## src/rtl/interp_step_ctrl_if.sv

```systemverilog
// Host-side request/status bundle between the config register bank and interp_step_ctrl.
// The host drives the request fields; the controller returns busy/done.
interface interp_step_ctrl_if #(
    parameter int CTRBITS = 32,
    parameter int RAMPW   = 16
);
    logic               i_stb;
    logic [CTRBITS-1:0] i_target;
    logic [RAMPW-1:0]   i_ramp;
    logic               i_abort;
    logic               o_busy;
    logic               o_done;

    modport master (
        output i_stb, i_target, i_ramp, i_abort,
        input  o_busy, o_done
    );

    modport slave (
        input  i_stb, i_target, i_ramp, i_abort,
        output o_busy, o_done
    );
endinterface

```

## src/rtl/interp_step_ctrl.sv

```systemverilog
// Step-rate controller for the nearest-neighbour interpolator: slews o_step toward a
// host-requested target by at most i_ramp per input sample, then settles and reports done.
module interp_step_ctrl #(
    parameter int                 CTRBITS   = 32,
    parameter int                 RAMPW     = 16,
    parameter int                 SETTLE    = 8,
    parameter logic [CTRBITS-1:0] INIT_STEP = 32'h8000_0000
) (
    input  logic               i_clk,
    input  logic               i_reset_n,
    input  logic               i_ce,
    interp_step_ctrl_if.slave  host,
    output logic [CTRBITS-1:0] o_step,
    output logic [1:0]         o_state
);

    localparam int CNTW = (SETTLE < 2) ? 1 : $clog2(SETTLE + 1);

    typedef enum logic [1:0] {
        S_IDLE   = 2'd0,
        S_RAMP   = 2'd1,
        S_SETTLE = 2'd2
    } state_t;

    state_t             r_state;
    state_t             w_state_nxt;
    logic [CTRBITS-1:0] r_step;
    logic [CTRBITS-1:0] w_step_nxt;
    logic [CTRBITS-1:0] r_target;
    logic [CTRBITS-1:0] w_target_nxt;
    logic [RAMPW-1:0]   r_ramp;
    logic [RAMPW-1:0]   w_ramp_nxt;
    logic [CNTW-1:0]    r_cnt;
    logic [CNTW-1:0]    w_cnt_nxt;
    logic               r_busy;
    logic               w_busy_nxt;
    logic               r_done;
    logic               w_done_nxt;
    logic [CTRBITS-1:0] w_slew;
    logic               w_arrive;

    // One slew step toward target; lands exactly on target when within reach (or ramp==0),
    // otherwise moves by ramp, which cannot cross target and so can never wrap.
    function automatic logic [CTRBITS-1:0] f_slew(
        input logic [CTRBITS-1:0] step,
        input logic [CTRBITS-1:0] target,
        input logic [RAMPW-1:0]   ramp
    );
        logic [CTRBITS:0] d;
        logic [CTRBITS:0] lim;
        lim = (CTRBITS + 1)'(ramp);
        if (target >= step) d = {1'b0, target - step};
        else                d = {1'b0, step - target};
        if (ramp == '0 || d <= lim) f_slew = target;
        else if (target > step)     f_slew = step + CTRBITS'(ramp);
        else                        f_slew = step - CTRBITS'(ramp);
    endfunction

    assign w_slew   = f_slew(r_step, r_target, r_ramp);
    assign w_arrive = (w_slew == r_target);

    always_ff @(posedge i_clk or negedge i_reset_n) begin
        if (!i_reset_n) begin
            r_state  <= S_IDLE;
            r_step   <= INIT_STEP;
            r_target <= '0;
            r_ramp   <= '0;
            r_cnt    <= '0;
            r_busy   <= 1'b0;
            r_done   <= 1'b0;
        end else begin
            r_state  <= w_state_nxt;
            r_step   <= w_step_nxt;
            r_target <= w_target_nxt;
            r_ramp   <= w_ramp_nxt;
            r_cnt    <= w_cnt_nxt;
            r_busy   <= w_busy_nxt;
            r_done   <= w_done_nxt;
        end
    end

    always_comb begin
        w_state_nxt  = r_state;
        w_step_nxt   = r_step;
        w_target_nxt = r_target;
        w_ramp_nxt   = r_ramp;
        w_cnt_nxt    = r_cnt;
        // Abort leaves o_step where it is rather than snapping to the target.
        if (host.i_abort) begin
            w_state_nxt = S_IDLE;
        end else begin
            case (r_state)
                S_IDLE: begin
                    if (host.i_stb) begin
                        w_state_nxt  = S_RAMP;
                        w_target_nxt = host.i_target;
                        w_ramp_nxt   = host.i_ramp;
                    end
                end
                S_RAMP: begin
                    if (i_ce) begin
                        w_step_nxt = w_slew;
                        if (w_arrive) begin
                            if (SETTLE == 0) begin
                                w_state_nxt = S_IDLE;
                            end else begin
                                w_state_nxt = S_SETTLE;
                                w_cnt_nxt   = CNTW'(SETTLE);
                            end
                        end
                    end
                end
                S_SETTLE: begin
                    if (i_ce) begin
                        w_cnt_nxt = r_cnt - CNTW'(1);
                        if (r_cnt == CNTW'(1)) w_state_nxt = S_IDLE;
                    end
                end
                default: w_state_nxt = S_IDLE;
            endcase
        end
    end

    always_comb begin
        w_busy_nxt = (w_state_nxt != S_IDLE);
        w_done_nxt = 1'b0;
        if (!host.i_abort && i_ce) begin
            if (r_state == S_RAMP && w_arrive && SETTLE == 0) w_done_nxt = 1'b1;
            if (r_state == S_SETTLE && r_cnt == CNTW'(1))     w_done_nxt = 1'b1;
        end
    end

    assign host.o_busy = r_busy;
    assign host.o_done = r_done;
    assign o_step      = r_step;
    assign o_state     = r_state;

endmodule
```

## src/flat_wrapper.sv

```systemverilog
// flat-port wrapper written by rule: the top's interface ports become plain ports
module interp_step_ctrl_flat 
#(
    parameter int                 CTRBITS   = 32,
    parameter int                 RAMPW     = 16,
    parameter int                 SETTLE    = 8,
    parameter logic [CTRBITS-1:0] INIT_STEP = 32'h8000_0000
)
  (i_clk, i_reset_n, i_ce, o_step, o_state, host_i_stb, host_i_target, host_i_ramp, host_i_abort, host_o_busy, host_o_done);
  interp_step_ctrl_if #(.CTRBITS(CTRBITS), .RAMPW(RAMPW)) host_i ();
  input  logic i_clk;
  input  logic i_reset_n;
  input  logic i_ce;
  output logic [CTRBITS-1:0] o_step;
  output logic [1:0] o_state;
  input wire logic [$bits(host_i.i_stb)-1:0] host_i_stb;
  input wire logic [$bits(host_i.i_target)-1:0] host_i_target;
  input wire logic [$bits(host_i.i_ramp)-1:0] host_i_ramp;
  input wire logic [$bits(host_i.i_abort)-1:0] host_i_abort;
  output wire logic [$bits(host_i.o_busy)-1:0] host_o_busy;
  output wire logic [$bits(host_i.o_done)-1:0] host_o_done;
  assign host_i.i_stb = host_i_stb;
  assign host_i.i_target = host_i_target;
  assign host_i.i_ramp = host_i_ramp;
  assign host_i.i_abort = host_i_abort;
  assign host_o_busy = host_i.o_busy;
  assign host_o_done = host_i.o_done;
  interp_step_ctrl #(.CTRBITS(CTRBITS), .RAMPW(RAMPW), .SETTLE(SETTLE), .INIT_STEP(INIT_STEP)) u_core (.i_clk(i_clk), .i_reset_n(i_reset_n), .i_ce(i_ce), .host(host_i), .o_step(o_step), .o_state(o_state));
endmodule
```

## config.mk

```make
export PLATFORM = sky130hd
export DESIGN_NAME = interp_step_ctrl_flat
export DESIGN_NICKNAME = d
export VERILOG_FILES = /design/src/rtl/interp_step_ctrl_if.sv /design/src/rtl/interp_step_ctrl.sv /design/src/flat_wrapper.sv
export SDC_FILE = /design/constraint.sdc
export NUM_CORES = 1
export LEC_CHECK = 0
export ABC_CLOCK_PERIOD_IN_PS = 14500
export CAP_MARGIN = 10
export CORE_MARGIN = 2
export CORE_UTILIZATION = 60
export CTS_BUF_LIST = sky130_fd_sc_hd__clkbuf_4 sky130_fd_sc_hd__clkbuf_8
export CTS_CLUSTER_SIZE = 24
export DETAILED_ROUTE_END_ITERATION = 10
export PLACE_DENSITY_LB_ADDON = 0.15
export SYNTH_ARGS = -nofsm -noshare
export SYNTH_HDL_FRONTEND = slang
export SYNTH_SLANG_ARGS = --single-unit
```

## constraint.sdc

```tcl
create_clock -name i_clk -period 14.5 [get_ports i_clk]
set_input_delay 1.45 -clock i_clk [delete_from_list [all_inputs] [get_ports i_clk]]
set_output_delay 1.45 -clock i_clk [all_outputs]
set_load 0.01 [all_outputs]
```

### After elaboration in Yosys (flattened, before gate mapping)

Index checks and enable logic that the tools add are counted.

| storage, ports and cells | value |
|---|---|
| bits of input ports | 53 |
| register bits | 88 |
| word-level logic and storage cells | 50 |
| output and inout bits | 36 |

| cells by class | value |
|---|---|
| equality and inequality tests | 7 |
| reduce and logical (&&, ||, !) cells | 11 |
| multiplexer cells | 16 |
| add/sub/neg operators | 5 |
| bitwise operators | 1 |
| order comparisons | 3 |

Operator list:

| operator | count |
|---|---|
| $mux 32 | 3 |
| $sub 32x32->32 | 2 |
| $add 32x16->32 | 1 |
| $eq 32x32->1 | 1 |
| $ge 32x32->1 | 1 |
| $gt 32x32->1 | 1 |
| $le 32x16->1 | 1 |
| $sub 32x16->32 | 1 |
| $logic_not 16->1 | 1 |
| $mux 2 | 6 |
| $mux 4 | 3 |
| $pmux 4 s2 | 1 |
| $pmux 2 s3 | 1 |
| $reduce_and 3->1 | 2 |
| $reduce_and 5->1 | 1 |
| $eq 4x1->1 const B | 1 |
| $ne 2x2->1 const B | 2 |
| $reduce_bool 2->1 | 2 |
| $sub 4x1->4 const B | 1 |
| $eq 2x1->1 const B | 1 |
| $eq 2x2->1 const B | 1 |
| $logic_and 1x1->1 | 2 |
| $logic_not 2->1 | 1 |
| $mux 1 | 2 |
| other kinds (4) | 4 |

### Depth between registers and ports, before layout

Gate-level depths: netlist (run 1).

| depth | value |
|---|---|
| word-level depth | 11 |
| depth in mapped cells | 29 |
| depth with buffers taken out | 26 |

### Worst setup path before layout (run 1)

Ideal clock, no wire load.

| path | value |
|---|---|
| path type | register -> register |
| from | register u_core.r_step[7] (netlist: u_core.o_step[7]) |
| to | register u_core.r_state[0] (netlist: u_core.o_state[0]) |
| clock period less this slack | 5,954 ps |
| path buffers | 4 |
| setup slack | 8,546 ps |
| stages on the path, launching flop included | 27 |
| data arrival time | 5,816 ps |
| required time | 14,361 ps |
| setup time | 139 ps |
| path through | dfrtp_1 -> inv_1 -> ha_1 -> clkbuf_1 -> nand4_1 -> a211oi_1 -> o21a_1 -> nor2_1 -> a21o_1 -> a21boi_0 -> clkbuf_1 -> clkbuf_1 -> o41ai_1 -> ha_1 -> buf_2 -> nor4bb_1 -> a211oi_2 -> o311ai_1 -> or4_1 -> a2111oi_0 -> nand4_1 -> a2111oi_0 -> and4_1 -> nand4b_1 -> nor4_2 -> nand2b_2 -> a31oi_1 |

| between the ends | value |
|---|---|
| longest elaborated chain between the ends | 10 |
| elaborated cells between the ends (all ways) | 16 |
| classes of those cells | add/sub: 4; order compare: 3; eq/ne: 1; mux: 7; reduce/logical: 1 |

RTL lines:

| what | RTL line | text |
|---|---|---|
| start: declaration | interp_step_ctrl.sv:27 | `logic [CTRBITS-1:0] r_step;` |
| start signal: assignment | interp_step_ctrl.sv:73 | `r_step <= w_step_nxt;` |
| $sub 32x32->32, or another cell as far along | interp_step_ctrl.sv:53 | `else d = {1'b0, step - target};` |
| $mux 32 | interp_step_ctrl.sv:52 | `if (target >= step) d = {1'b0, target - step};` |
| $le 32x16->1 | interp_step_ctrl.sv:54 | `if (ramp == '0 \|\| d <= lim) f_slew = target;` |
| $logic_or 1x1->1 | interp_step_ctrl.sv:54 |  |
| $mux 32 (*) | interp_step_ctrl.sv:54 |  |
| $eq 32x32->1 (*) | interp_step_ctrl.sv:60 | `assign w_arrive = (w_slew == r_target);` |
| $mux 2 (*) | interp_step_ctrl.sv:103 | `if (w_arrive) begin` |
| $mux 2 (*) | interp_step_ctrl.sv:101 | `if (i_ce) begin` |
| $pmux 2 s3 (*) | interp_step_ctrl.sv:92 | `case (r_state)` |
| $mux 2 (*) | interp_step_ctrl.sv:89 | `if (host.i_abort) begin` |
| net u_core.w_state_nxt[0] | interp_step_ctrl.sv:26 | `state_t w_state_nxt;` |
| end signal: assignment | interp_step_ctrl.sv:72 | `r_state <= w_state_nxt;` |
| end: declaration | interp_step_ctrl.sv:25 | `state_t r_state;` |

Mark *: on every way through the listed nets, which the timed path passes. The rest lies on a longest branch.
A chain may end at the register's enable or synchronous reset.

### Final worst setup path (run 1)

| path | value |
|---|---|
| from | register u_core.r_step[10] (netlist: u_core.o_step[10]) |
| to | register u_core.r_state[0] (netlist: u_core.o_state[0]) |

Same word-level chain as after synthesis.

==> parameters.txt, run 1 <==
Parameter                              Value

Status
  Run status    finished clean

Die
  Top Ports    89
  Width of the die    around 140 um
  Overall die area    18820 um2
  Core area    ~17000 um2
  Rows    48
  Effective utilization at floorplan    0.6153
  Height of the die    about 140 um

Routing
  Wire length after detailed routing    36980 um
  Number of remaining DRC errors    0
  DR WL met2    15300 um
  WL met1    roughly 16000 um
  Ratio of routed vias to standard cells    6.680
  1st-iter DRT viols    1398
  Number of detailed-routing iterations run before antenna repair    6
  Detail-routed net length per standard cell    22.27 um
  Routed met3 length    4102 um
  Antenna viol nets, final    0
  Vias    11095
  Highest routed metal layer    met4

Setup path
  Crit Path Max Fanout    31
  Most frequent CP cell    xnor2_1
  Critical Path Source Type    flip-flop
  Critical setup path kind    flip-flop to flip-flop
  Delay contributed by the slowest stage of the critical path    0.56 ns
  Family with the most delay on the worst path    simple AND/OR/NAND/NOR gates
  Slowest cell on crit path    or4_1
  Required time reported for the critical path endpoint    between 10 and 15 ns
  Cells along the critical path    inv_1, ha_1, nand4_1, a211oi_1, o21a_1, nor2_1, a21o_1, a21boi_2, buf_4, nor2b_1, xnor2_1, ha_1, xnor2_1, xnor2_1, o311ai_0, or4_1, a2111oi_0, nand4_1, a2111oi_0, and4_1, nand4b_1, nor4_2, nand2b_2, a31oi_1
  Critical path data arrival time    7.61 ns
  Bufs and invs on worst path    2
  Kind of capture point of the worst setup path    flip-flop

STA
  Pin slew with the least headroom to its limit    about 1.1 ns
  Setup-failing EPs final    0
  Crit share post-route    0.5055
  TNS Setup    0 ns
  Maximum clock skew at final layout    0.02512 ns
  Post-route minimum period    7.329 ns
  Tightest slew margin relative to the limit    0.2578
  Fmax    136.4 MHz
  Number of hold violations in the final report    0
  Slew Limit Fails    0
  Unrepaired setup endpoints after global routing    false

Layout
  Signed area change from the synthesized netlist to the final layout    10.50%
  Area taken by multi-input logic gates    7762 um2
  Most common library cell in the layout ignoring fill and taps    nand2_1
  Commonest non-fill, non-tap cells in the layout    140 x nand2_1, 138 x a21oi_1, 127 x o21ai_0, 114 x ha_1, 99 x inv_1
  Antenna diode instance count    0
  Number of nets in the layout    ~1600
  Number of fill cells in the layout    1548
  Layout cells sized above 1    0.03969
  FF+latch area    2203 um2

CTS
  Number of buffers created by CTS    9
  Library cell used as clock root buffer    clkbuf_8
  Latest clock arrival within the worst-skew pair    0.40 ns
  Maximum count of clock buffers along a single path    2
  Post-CTS setup buffers    0
  Clock-pin slew reported for the worst setup and hold paths after clock tree synthesis    0.11 ns
  TritonCTS clock tree    yes
  Sinks on Clock Net    88
  CTS Hold Buffers Added    0
  Cells resized by post-CTS repair    0
  Htree depth    3

Yosys
  Post-synthesis cell area    10640 um2
  Cells after Synth    1394
  Number of synthesis warnings    0
  Post-synth top flop    dfrtp_1
  Flops & latches, synth    88
  Share of synthesized area occupied by flip-flops and latches    0.2070
  Mean Syn Cell Area    7.635 um2
  Fraction of registers with async set or reset after synthesis    1.000
  Count of unique library cells instantiated by Yosys    83
  Number of flops mapped to enable cells by yosys    0
  Net Count, Synth    roughly 1600

Global routing
  Via count of the first global-routing pass    10025
  Wire length of the first global-routing pass    56440 um
  Total overflow reported by the global router    0
  All-layer global routing usage    0.3958
  Largest net degree at the start of global routing    86
  Initial antenna violation count    0

Place
  Routability congestion estimate from global placement    1.001
  IO buf count    88
  DP HPWL    29500 um

Flow run
  Maximum capacitance violations    0

Hold path
  Worst hold-check path type    flip-flop to flip-flop
[worst reg2reg max path: stages, from the launching register on]
cell	delay, ns
dfrtp_1	0.50
inv_1	0.08
ha_1	0.49
nand4_1	0.25
a211oi_1	0.47
o21a_1	0.26
nor2_1	0.08
a21o_1	0.20
a21boi_2	0.19
buf_4	0.36
nor2b_1	0.22
xnor2_1	0.20
ha_1	0.37
xnor2_1	0.19
xnor2_1	0.34
o311ai_0	0.28
or4_1	0.56
a2111oi_0	0.45
nand4_1	0.13
a2111oi_0	0.38
and4_1	0.27
nand4b_1	0.14
nor4_2	0.45
nand2b_2	0.26
a31oi_1	0.10
[path summary, 6_finish.rpt]
check	cells after the start	slack [ns]	startpoint	end
min	2	0.53	u_core.o_step[31]$_DFFE_PN1P_	u_core.o_step[31]$_DFFE_PN1P_
max reg2reg	24	7.17	u_core.o_step[10]$_DFFE_PN0P_	u_core.o_state[0]$_DFF_PN0_
max	24	7.17	u_core.o_step[10]$_DFFE_PN0P_	u_core.o_state[0]$_DFF_PN0_
min reg2reg	2	0.53	u_core.o_step[31]$_DFFE_PN1P_	u_core.o_step[31]$_DFFE_PN1P_
max in group asynchronous	2	12.38	i_reset_n	u_core.r_target[16]$_DFFE_PN0P_
min in group asynchronous	1	1.01	i_reset_n	u_core.host.o_busy$_DFF_PN0_
[registers in the layout (all words and copies together) (netlist names)]
register	cells
u_core.r_cnt	4
u_core.r_target	32
u_core.o_step	32
u_core.host.o_busy	1
u_core.r_ramp	16
u_core.host.o_done	1
u_core.o_state	2
[cell families after synthesis]
logic type	share of synthesized area
mux	0.03362
compound gates	0.2885
xor+xnor	0.08112
fa+ha+maj	0.1397
simple gates	0.1841
buf+inv	0.06595
flops	0.2070
[layout make-up]
cell class                 count  share of cell area
tap                          225             0.02394
clock inverter                 6            0.006171
sequential                    88              0.1874
clock buffer                  10             0.01170
multi-input combinational   1138              0.6601
timing repair buffer          95             0.07916
inverter                      99             0.03160
[stage by stage]
step	std cells	utilization	setup WS, ns	hold WS [ns]	cell area (um2)
floorplan	1394	-	8.546	0.4828	10640
global placement	1645	0.6678	7.347	0.4999	11550
detailed placement	1645	0.6678	7.331	0.5108	11550
CTS	1661	0.6799	7.280	0.5284	11760
global route	1661	0.6799	6.921	0.5449	11760
finish	1661	0.6799	7.171	0.5327	11760
[per-layer routing]
layer,vias up,track usage
li1,5123,-
met1,5240,0.5796
met2,622,0.5683
met3,110,0.1019
met4,0,0.1214
met5,-,0
[cell usage after synthesis (all sizes together) (27+ instances only)]
cell type  number  area share
xor2           28       0.023
nand2         140       0.049
buf            32       0.018
dfrtp          87        0.20
a21o           32       0.023
nor3           27       0.013
mux2i          29       0.027
nor2           95       0.034
a21oi         143       0.069
nand3          30       0.014
ha            114        0.13
clkbuf         37       0.013
inv            99       0.035
xnor2          68       0.056
o21ai         138       0.065
Power of run 1 is left out: the tool's default activity adds up to more than one toggle a clock period on the data nets, which glitch-free logic cannot reach.
==> inputs of run 2 (changes only) <==
Settings changed: ABC_CLOCK_PERIOD_IN_PS 14500 to 7400.
Clock period 14.5 ns to 7.4 ns, I/O delays scaled along.
==> run 2 against run 1 <==
Global-route usage is 1.8 points higher. Utilization up 0.84 points. Register-to-register slack got worse by 6.9 ns. Maximum frequency rose by 2.9%. Clock-buffer cell count unchanged. Non-clock buffer count rose by 17.
==> parameters.txt, run 2 (same netlist as run 1, synthesis figures left out) <==
Parameter                              Value

STA
  Worst setup margin    0.2753 ns (-6.896 ns)
  TNS Setup    0 ns (unchanged)
  Worst slack on hold paths    0.2562 ns (-0.2765 ns)
  Fmax    140.4 MHz (+2.9%)
  Crit share post-route    0.9628 (+0.4573)
  Pin slew with the least headroom to its limit    1.145 ns (+0.03486 ns)
  Post-route minimum period    7.125 ns (-0.2044 ns)
  Number of hold violations in the final report    0 (unchanged)
  Maximum clock skew at final layout    0.02530 ns (+0.0001793 ns)
  Tightest slew margin relative to the limit    0.2346 (-0.02316)
  Slew Limit Fails    0 (unchanged)
  Unrepaired setup endpoints after global routing    false
  Setup-failing EPs final    0 (unchanged)

Layout
  Commonest non-fill, non-tap cells in the layout    140 x nand2_1, 138 x a21oi_1, 127 x o21ai_0, 113 x ha_1, 99 x inv_1
  Number of nets in the layout    1618 (+1.1%)
  Most common library cell in the layout ignoring fill and taps    nand2_1
  Antenna diode instance count    0 (unchanged)
  Number of fill cells in the layout    1515 (-2.1%)
  Signed area change from the synthesized netlist to the final layout    11.86%
  Layout cells sized above 1    0.05162 (+0.01192)
  Area taken by multi-input logic gates    7766 um2 (about the same)
  FF+latch area    2203 um2 (unchanged)

Flow run
  Maximum capacitance violations    0 (unchanged)

Setup path
  Crit Path Max Fanout    13 (-58%)
  Critical Path Source Type    flip-flop
  Required time reported for the critical path endpoint    7.65 ns (-7.13 ns)
  Kind of capture point of the worst setup path    flip-flop
  Reg-to-Reg End    u_core.r_cnt[1]$_DFFE_PN0P_
  R2R setup slack    0.28 ns (-6.90 ns)
  Source of the worst register-to-register timing path    u_core.o_step[19]$_DFFE_PN0P_
  Critical setup path kind    flip-flop to flip-flop
  Worst-case reg-to-reg path depth    24 (unchanged)
  Critical path data arrival time    7.38 ns (-0.23 ns)

Global routing
  Total overflow reported by the global router    0 (unchanged)
  All-layer global routing usage    0.4138 (+0.01803)
  Largest net degree at the start of global routing    86 (unchanged)
  Via count of the first global-routing pass    10173 (+1.5%)
  Initial antenna violation count    0 (unchanged)
  Wire length of the first global-routing pass    58760 um (+4.1%)

Die
  Core area    17300 um2 (unchanged)
  Overall die area    18820 um2 (unchanged)
  Top Ports    89 (unchanged)
  Rows    48 (unchanged)
  Height of the die    137.2 um (unchanged)
  Width of the die    137.2 um (unchanged)
  Effective utilization at floorplan    0.6153 (unchanged)

Place
  DP HPWL    30700 um (+4.1%)
  Worst slack at placement    0.4622 ns (-6.869 ns)
  Routability congestion estimate from global placement    1.074 (+7.3%)
  IO buf count    88 (unchanged)

Routing
  Wire length after detailed routing    38440 um (+3.9%)
  Routed met3 length    4669 um (+14%)
  Ratio of routed vias to standard cells    6.748 (+1.0%)
  WL met1    16730 um (+2.1%)
  Number of detailed-routing iterations run before antenna repair    6 (unchanged)
  Highest routed metal layer    met4
  DR WL met2    15870 um (+3.7%)
  1st-iter DRT viols    1490 (+6.6%)
  Number of remaining DRC errors    0 (unchanged)
  Vias    11323 (+2.1%)
  Antenna viol nets, final    0 (unchanged)
  Detail-routed net length per standard cell    22.91 um (+2.9%)

Hold path
  Worst hold-check path type    primary input to async pin

CTS
  Latest clock arrival within the worst-skew pair    0.40 ns (about the same)
  Maximum count of clock buffers along a single path    2 (unchanged)
  CTS Hold Buffers Added    0 (unchanged)
  Sinks on Clock Net    88 (unchanged)
  Clock-pin slew reported for the worst setup and hold paths after clock tree synthesis    0.11 ns (about the same)
  TritonCTS clock tree    yes
  Htree depth    3 (unchanged)
  Number of buffers created by CTS    9 (unchanged)
  Library cell used as clock root buffer    clkbuf_8

Status
  Run status    finished clean
-- run 2: changes by cell type in the layout (fill, tap and decap cells not counted) --
cell | previous run | this run
ha_1 | 114 | 113
a2111oi_1 | 1 | 2
buf_4 | 8 | 24
clkinvlp_4 | 1 | 0
inv_6 | 3 | 4
buf_12 | 0 | 1
ha_2 | 0 | 1
a2111oi_0 | 8 | 7
-- run 2: final cells by class --
class	count	area share
clock buffers	10	0.01156
clock inverters	6	0.006201
inverters	99	0.03121
multi-input cells	1138	0.6523
flip-flops and latches	88	0.1851
well taps	225	0.02365
repair buffers	112	0.08996
-- run 2: critical path, stage by stage (launching register included) --
cell and delay (ns):
dfrtp_1 0.48, inv_1 0.07, ha_1 0.48, nand4_1 0.36
nor4_1 0.38, a22o_1 0.22, nor2_1 0.06, a21o_1 0.19
a21boi_2 0.22, buf_4 0.24, nor2b_1 0.18, xnor2_1 0.17
ha_1 0.35, xnor2_1 0.20, xnor2_1 0.41, o311ai_0 0.25
or4_1 0.58, a2111oi_0 0.38, nand4_1 0.13, a2111oi_1 0.48
and4_1 0.25, nand4b_1 0.11, nor4_2 0.47, nand2b_2 0.25
a21oi_1 0.07
-- run 2: worst max-delay path by stage --
stage	start	end	depth (start not counted)
2_1_floorplan	u_core.o_step[7]$_DFFE_PN0P_	u_core.o_state[0]$_DFF_PN0_	26
3_3_place_gp	u_core.o_step[19]$_DFFE_PN0P_	u_core.o_state[0]$_DFF_PN0_	24
3_5_place_dp	u_core.o_step[17]$_DFFE_PN0P_	u_core.o_state[0]$_DFF_PN0_	24
4_1_cts	u_core.o_step[17]$_DFFE_PN0P_	u_core.r_cnt[1]$_DFFE_PN0P_	24
5_1_grt	u_core.o_step[19]$_DFFE_PN0P_	u_core.r_cnt[2]$_DFFE_PN0P_	24
6_report	u_core.o_step[19]$_DFFE_PN0P_	u_core.r_cnt[1]$_DFFE_PN0P_	24
-- run 2: layer usage --
layer	vias up	GRT usage
met5	-	0
met2	711	0.5984
met4	0	0.1197
met1	5374	0.6008
li1	5170	-
met3	68	0.1133
-- run 2: timing repair --
item / CTS / global route
buffers inserted: 0 / 0
resized for setup: 0 / 2
setup endpoints to repair: 0 / 6
-- run 2: stage by stage --
step,cell area (um2),instances,util
after CTS,11900,1678,0.6881
final,11910,1678,0.6883
after floorplan,10640,1394,-
after global placement,11690,1662,0.6759
after detailed placement,11690,1662,0.6759
after global routing,11910,1678,0.6883
Power of run 2 is left out for the same reason.
